==> src/rtl/adc_serial_rx.sv <==
`default_nettype none
// ============================================================================
//  Module      : adc_serial_rx
//  Description : WM8731 ADC receive stage. Generates b_clk and adc_lr_clk
//                from m_clk, deserialises adcdat into left/right samples and
//                presents each stereo pair on a valid/ready handshake.
//  Revision    : 1.0 - initial release
// ============================================================================
module adc_serial_rx #(
    parameter int BCLK_DIV   = 4,
    parameter int FRAME_BCLK = 64,
    parameter int SAMPLE_W   = 16
) (
    input  logic                m_clk,
    input  logic                reset,
    input  logic                en,
    input  logic                adcdat,
    output logic                b_clk,
    output logic                adc_lr_clk,
    output logic [SAMPLE_W-1:0] left_data,
    output logic [SAMPLE_W-1:0] right_data,
    output logic                sample_valid,
    input  logic                sample_ready,
    output logic                overrun
);

    localparam int DIV_W = (BCLK_DIV > 1) ? $clog2(BCLK_DIV) : 1;
    localparam int BIT_W = $clog2(FRAME_BCLK);
    localparam int PAIR_W = 2 * SAMPLE_W;

    localparam logic [DIV_W-1:0] C_DIV_LAST = DIV_W'(BCLK_DIV - 1);
    localparam logic [DIV_W-1:0] C_DIV_ONE  = DIV_W'(1);
    localparam logic [BIT_W-1:0] C_BIT_LAST = BIT_W'(FRAME_BCLK - 1);
    localparam logic [BIT_W-1:0] C_BIT_ONE  = BIT_W'(1);
    localparam logic [BIT_W-1:0] C_HALF     = BIT_W'(FRAME_BCLK / 2);
    localparam logic [BIT_W-1:0] C_CAP_LAST = BIT_W'(PAIR_W - 1);

    logic [DIV_W-1:0]    r_div_cnt;
    logic                r_b_clk;
    logic [BIT_W-1:0]    r_bit_cnt;
    logic                r_lr_clk;
    logic [PAIR_W-1:0]   r_shift;
    logic                r_load_pend;
    logic [SAMPLE_W-1:0] r_left;
    logic [SAMPLE_W-1:0] r_right;
    logic                r_valid;
    logic                r_overrun;

    logic                w_tick;
    logic                w_fall;
    logic [BIT_W-1:0]    w_bit_next;
    logic                w_capture;
    logic                w_frame_done;

    // Divider terminal count; a tick with b_clk high is the b_clk fall event
    always_comb begin
        w_tick       = en && (r_div_cnt == C_DIV_LAST);
        w_fall       = w_tick && r_b_clk;
        w_bit_next   = (r_bit_cnt == C_BIT_LAST) ? '0 : (r_bit_cnt + C_BIT_ONE);
        w_capture    = w_fall && (r_bit_cnt <= C_CAP_LAST);
        w_frame_done = w_fall && (r_bit_cnt == C_CAP_LAST);
    end

    // Bit clock: toggles every BCLK_DIV m_clk edges, first toggle is a rise
    always_ff @(posedge m_clk or posedge reset) begin
        if (reset) begin
            r_div_cnt <= '0;
            r_b_clk   <= 1'b0;
        end else if (!en) begin
            r_div_cnt <= '0;
            r_b_clk   <= 1'b0;
        end else if (w_tick) begin
            r_div_cnt <= '0;
            r_b_clk   <= ~r_b_clk;
        end else begin
            r_div_cnt <= r_div_cnt + C_DIV_ONE;
        end
    end

    // Frame position counter and frame clock, both advanced on b_clk falls
    always_ff @(posedge m_clk or posedge reset) begin
        if (reset) begin
            r_bit_cnt <= C_BIT_LAST;
            r_lr_clk  <= 1'b0;
        end else if (!en) begin
            r_bit_cnt <= C_BIT_LAST;
            r_lr_clk  <= 1'b0;
        end else if (w_fall) begin
            r_bit_cnt <= w_bit_next;
            r_lr_clk  <= (w_bit_next < C_HALF);
        end
    end

    // Mid-bit capture of adcdat, MSB first; flag the pair as complete
    always_ff @(posedge m_clk or posedge reset) begin
        if (reset) begin
            r_shift     <= '0;
            r_load_pend <= 1'b0;
        end else if (!en) begin
            r_shift     <= '0;
            r_load_pend <= 1'b0;
        end else begin
            r_load_pend <= w_frame_done;
            if (w_capture) begin
                r_shift <= {r_shift[PAIR_W-2:0], adcdat};
            end
        end
    end

    // Output registers and handshake; a load always wins over an accept
    always_ff @(posedge m_clk or posedge reset) begin
        if (reset) begin
            r_left    <= '0;
            r_right   <= '0;
            r_valid   <= 1'b0;
            r_overrun <= 1'b0;
        end else if (r_load_pend) begin
            r_left  <= r_shift[PAIR_W-1:SAMPLE_W];
            r_right <= r_shift[SAMPLE_W-1:0];
            r_valid <= 1'b1;
            if (r_valid && !sample_ready) begin
                r_overrun <= 1'b1;
            end
        end else if (r_valid && sample_ready) begin
            r_valid <= 1'b0;
        end
    end

    assign b_clk        = r_b_clk;
    assign adc_lr_clk   = r_lr_clk;
    assign left_data    = r_left;
    assign right_data   = r_right;
    assign sample_valid = r_valid;
    assign overrun      = r_overrun;

endmodule
`default_nettype wire

==> config.mk <==
export PLATFORM = sky130hd
export DESIGN_NAME = adc_serial_rx
export DESIGN_NICKNAME = d
export VERILOG_FILES = /design/src/rtl/adc_serial_rx.sv
export SDC_FILE = /design/constraint.sdc
export NUM_CORES = 1
export LEC_CHECK = 0
export CORE_MARGIN = 4
export CORE_UTILIZATION = 30
export DETAILED_ROUTE_END_ITERATION = 12
export DONT_BUFFER_PORTS = 1
export GPL_TIMING_DRIVEN = 1
export RECOVER_POWER = 100
export SLEW_MARGIN = 25
export SYNTH_ARGS = -nofsm -noshare
export SYNTH_HDL_FRONTEND = slang
export SYNTH_SLANG_ARGS = --single-unit
==> constraint.sdc <==
create_clock -name m_clk -period 2.9 [get_ports m_clk]
set_input_delay 0.29 -clock m_clk [delete_from_list [all_inputs] [get_ports m_clk]]
set_output_delay 0.29 -clock m_clk [all_outputs]
set_load 0.02 [all_outputs]
# Yosys cells after proc, flatten, opt, wreduce, memory -nomap -nowiden
# Cells that the tools add are included.
# totals
reg_bits	77
output_inout_bits	36
rom_bits	0
ram_bits	0
in_bits	5
latch_bits	0
mem_count	0
# op_classes
magnitude_cmp	2
reduce_logical	9
mul	0
n_mux	14
bitwise_logic	1
div	0
shift	0
add_sub_neg	2
n_eq_ne	6
# ops
cell	n
two-way mux 32 bit	2
two-way mux 6 bit	3
two-way mux 1 bit	7
adder 6 x 1 -> 6 bit, second input constant	1
equality test 6 x 5 -> 1 bit, second input constant	1
equality test 6 bit, second input constant	1
<= comparator 6 x 5 -> 1 bit, second input constant	1
logical AND 1 bit	6
less-than comparator 6 bit, second input constant	1
!= test 2 x 1 -> 1 bit, second input constant	3
two-way mux 2 bit	2
adder 2 x 1 -> 2 bit, second input constant	1
equality test 2 bit, second input constant	1
AND reduction 2 bit	1
nonzero test 2 bit	1
logical NOT 1 bit	1
inverter 1 bit	1

# Logic depth before layout (Yosys ltp)
# depth
word_depth	6
ltp_mapped	7

# Worst setup path before layout
# No wires, ideal clock.
# synth_path
path_kind	flip-flop to flip-flop
from	register r_div_cnt[0]
to	register r_lr_clk, in the netlist adc_lr_clk
setup_time_ps	122
t_arrival_ps	1299
path_stages_with_launch	6
period_less_slack_ps	1420
slack_ps	1480
cell_sequence	dfrtp_1 -> ha_1 -> buf_2 -> nand4b_2 -> or3_1 -> o2111a_1
# synth_between
elab_chain_len	4
# synth_rtl
element	line_no	text
start: declaration	38	logic [DIV_W-1:0] r_div_cnt;
start signal: assignment	76	r_div_cnt <= r_div_cnt + C_DIV_ONE;
equality test 2 bit	57	w_tick = en && (r_div_cnt == C_DIV_LAST);
logical AND 1 bit	57	
logical AND 1 bit	58	w_fall = w_tick && r_b_clk;
!= test 2 x 1 -> 1 bit (no line)	n/a	
end signal: assignment	90	r_lr_clk <= (w_bit_next < C_HALF);
end: declaration	41	logic r_lr_clk;
# No other way between the ends.
# A chain may end at the register's enable or synchronous reset.

# Worst setup path in the final report
# layout_path
from	register r_load_pend
to	register r_left[5], in the netlist left_data[5]
# layout_rtl
element	line_no	text
start: declaration	43	logic r_load_pend;
start signal: assignment	103	r_load_pend <= w_frame_done;
end signal: assignment	118	r_left <= r_shift[PAIR_W-1:SAMPLE_W];
end: declaration	44	logic [SAMPLE_W-1:0] r_left;
# No word-level cell between the ends.

==> flow_metrics.env <==
export IMPL_post_dp_hpwl_um=3811
export IMPL_rows=36
export IMPL_synth_seq_cells=77
export IMPL_vias=1908
export IMPL_grt_met3_usage=0.05269
export IMPL_synthToLayoutAreaGrowth_pct=12.27
export IMPL_clk_pin_slew_worst_paths_ps=80
export IMPL_dr_pass1_iters=4
export IMPL_grt_use_total=0.1078
export IMPL_grt_busiest_layer="met2"
export IMPL_drive_gt1_frac=0.2030
export IMPL_startpoint="r_load_pend"
export IMPL_syn_instance_count=265
export IMPL_die_area_um2=11840
export IMPL_grt_first_pass_wirelength_um=9880
export IMPL_seqCellArea_um2=1934
export IMPL_yosysTopAreaCellShare=0.5827
export IMPL_synth_edf_count=0
export IMPL_cts_setup_buffers=0
export IMPL_drv_slew=75
export IMPL_tritoncts="built"
export IMPL_ys_types=30
export IMPL_path_class="reg2reg"
export IMPL_endpoint_kind="flop"
export IMPL_p_leak_nw=1.727
export IMPL_multi_input_area_um2=1010
export IMPL_synth_top_area_cell="dfrtp_1"
export IMPL_globalRouteMet2Util=0.1633
export IMPL_skew_ps=14.68
export IMPL_post_route_period_util=0.7682
export IMPL_placed_cells=385
export IMPL_synthTopCellsByCount="dfrtp_1, nand2_1, mux2_2"
export IMPL_max_freq_mhz=448.9
export IMPL_synthFlopType="dfrtp_1"
export IMPL_worstPathArrival_ps=2440
export IMPL_finalHoldViolations=0
export IMPL_synth_warnings=0
export IMPL_syn_nets=272
export IMPL_synth_area_leaders="dfrtp_1, mux2_2, nand2_1, dfstp_2, nand3_1"
export IMPL_cp_max_fo=29
export IMPL_worstSetupStartpointType="flop"
export IMPL_dr_first_iter_drc_count=114
export IMPL_cts_buffers=9
export IMPL_outcome="finished, violations left"
export IMPL_violations="capacitance limit, slew limit"
export IMPL_die_y_um=108.8
export IMPL_ant_nets=0
export IMPL_whs_ps=38.65
export IMPL_initial_core_util=0.3105
export IMPL_max_cap_violations=2
export IMPL_grt_ovfl_total=0
export IMPL_hp_class="in2reg"
export IMPL_antenna_found_initial=0
export IMPL_fin_cells=404
export IMPL_wire_per_inst_um=14.33
export IMPL_required_ps=3110
export IMPL_synth_area_per_cell_um2=11.51
export IMPL_yosysSeqAreaShare=0.6344
export IMPL_htree_levels=3
export IMPL_routed_wirelength_um=5791
export IMPL_rsz0062_at_grt="no"
export IMPL_hp_start="en"
export IMPL_r2r_slack_ps=670
export IMPL_synthArstFlopShare=1.000
export IMPL_tightest_slew_ps=2002
export IMPL_cts_sinks=77
export IMPL_grt_pass1_vias=1955
export IMPL_setup_viol=0
export IMPL_synthesis_area_um2=3049
export IMPL_irDropWorstVdd_mv=0.1710
export IMPL_core_um2=9819
export IMPL_fillers=1007
export IMPL_clkLatencyLatePin_ps=350
export IMPL_r2r_start="r_load_pend"
export IMPL_io_pins=41
export IMPL_die_x_um=108.8
export IMPL_yosys_cell_count_top_type="dfrtp_1"
export IMPL_power_mw=2.065
export IMPL_gp_congestion=0.7071
export IMPL_clock_path_buffers=2
export IMPL_nets=273
export IMPL_grt_max_degree=46
export IMPL_finalSetupTns_ps=0
export IMPL_diodes=0
export IMPL_root_buffer="clkbuf_8"
export IMPL_power_density_nw_per_um2=603.3
export IMPL_drcViolationCount=0
export IMPL_finalCriticalPeriod_ps=2228
export IMPL_grt_util_met1=0.1324
export IMPL_vias_per_cell=4.723
export IMPL_slew_headroom=-0.3420
export IMPL_port_buffers=0
[layer usage]
metal  vias to the layer above  wire, µm
li1                        894         -
met1                       961      2501
met2                        46      2739
met3                         7       488
met4                         0        62
met5                         -         0
[metrics by stage]
| stage | worst slack, ps | util | instance area, µm² |
|---|---|---|---|
| after floorplan | 653.3 | - | 3049 |
| after global placement | 1093 | 0.3238 | 3179 |
| after detailed placement | 986.6 | 0.3238 | 3179 |
| after CTS | 960.5 | 0.3494 | 3431 |
| after global routing | 410.6 | 0.3486 | 3423 |
| final | 672.2 | 0.3486 | 3423 |
[critical path, cell delays in order (launching register included)]
cell	delay (ps)
dfrtp_1	480
clkbuf_1	1180
mux2_2	440
[final timing paths]
path,to,cells past startpoint
max,left_data[5],2
min,r_bit_cnt[5],1
max reg2reg,left_data[5],2
min reg2reg,r_div_cnt[0],1
max in group asynchronous,r_shift[3],2
min in group asynchronous,left_data[8],2
[cell usage in the layout (no fill, tap or decap), types with 2 or more instances in the layout]
cell,n
a21oi_1,7
inv_1,4
nand2_1,67
ha_1,2
dfrtp_1,71
mux2_2,32
or3_1,2
and3_1,2
clkinv_2,2
bufinv_16,3
nand4_1,4
o21ai_0,3
dfstp_2,6
clkbuf_8,9
dlygate4sd3_1,3
nor2_1,5
clkbuf_1,5
nand3_1,29
[registers in the layout (all words and copies together) (netlist names)]
signal / cells
adc_lr_clk: 1
b_clk: 1
left_data: 16
overrun: 1
r_bit_cnt: 6
r_div_cnt: 2
r_load_pend: 1
r_shift: 32
right_data: 16
sample_valid: 1
[cells by family after synthesis]
logic type,share of synthesized area
AOI/OAI and AO/OA,0.03775
xor gates and xnor gates,0.005746
adders and majority gates,0.008205
buffers and inverters,0.03242
DFF,0.6344
muxes,0.1182
and+or+nand+nor,0.1633
[repair_timing]
| action | CTS | global route |
|---|---|---|
| endpoints found under the hold margin | 40 | 1 |
| hold buffers | 2 | 1 |
| setup endpoints to repair | 0 | 0 |
| resized for setup | 0 | 0 |
[area by class of cell]
| type | count | share of cell area |
|---|---|---|
| flip-flops and latches | 77 | 0.5651 |
| multi-input cells | 166 | 0.2950 |
| repair buffers | 7 | 0.01791 |
| clock buffers | 11 | 0.03838 |
| clock inverters | 5 | 0.02924 |
| well taps | 133 | 0.04861 |
| inverters | 5 | 0.005848 |
[power breakdown]
group	leakage, nW	total (mW)	switching [mW]	internal, mW
Sequential	1.05	1.08	0.00499	1.08
Clock	0.117	0.942	0.372	0.570
Combinational	0.557	0.0405	0.0291	0.0114
(Power assumes the default switching activity.)
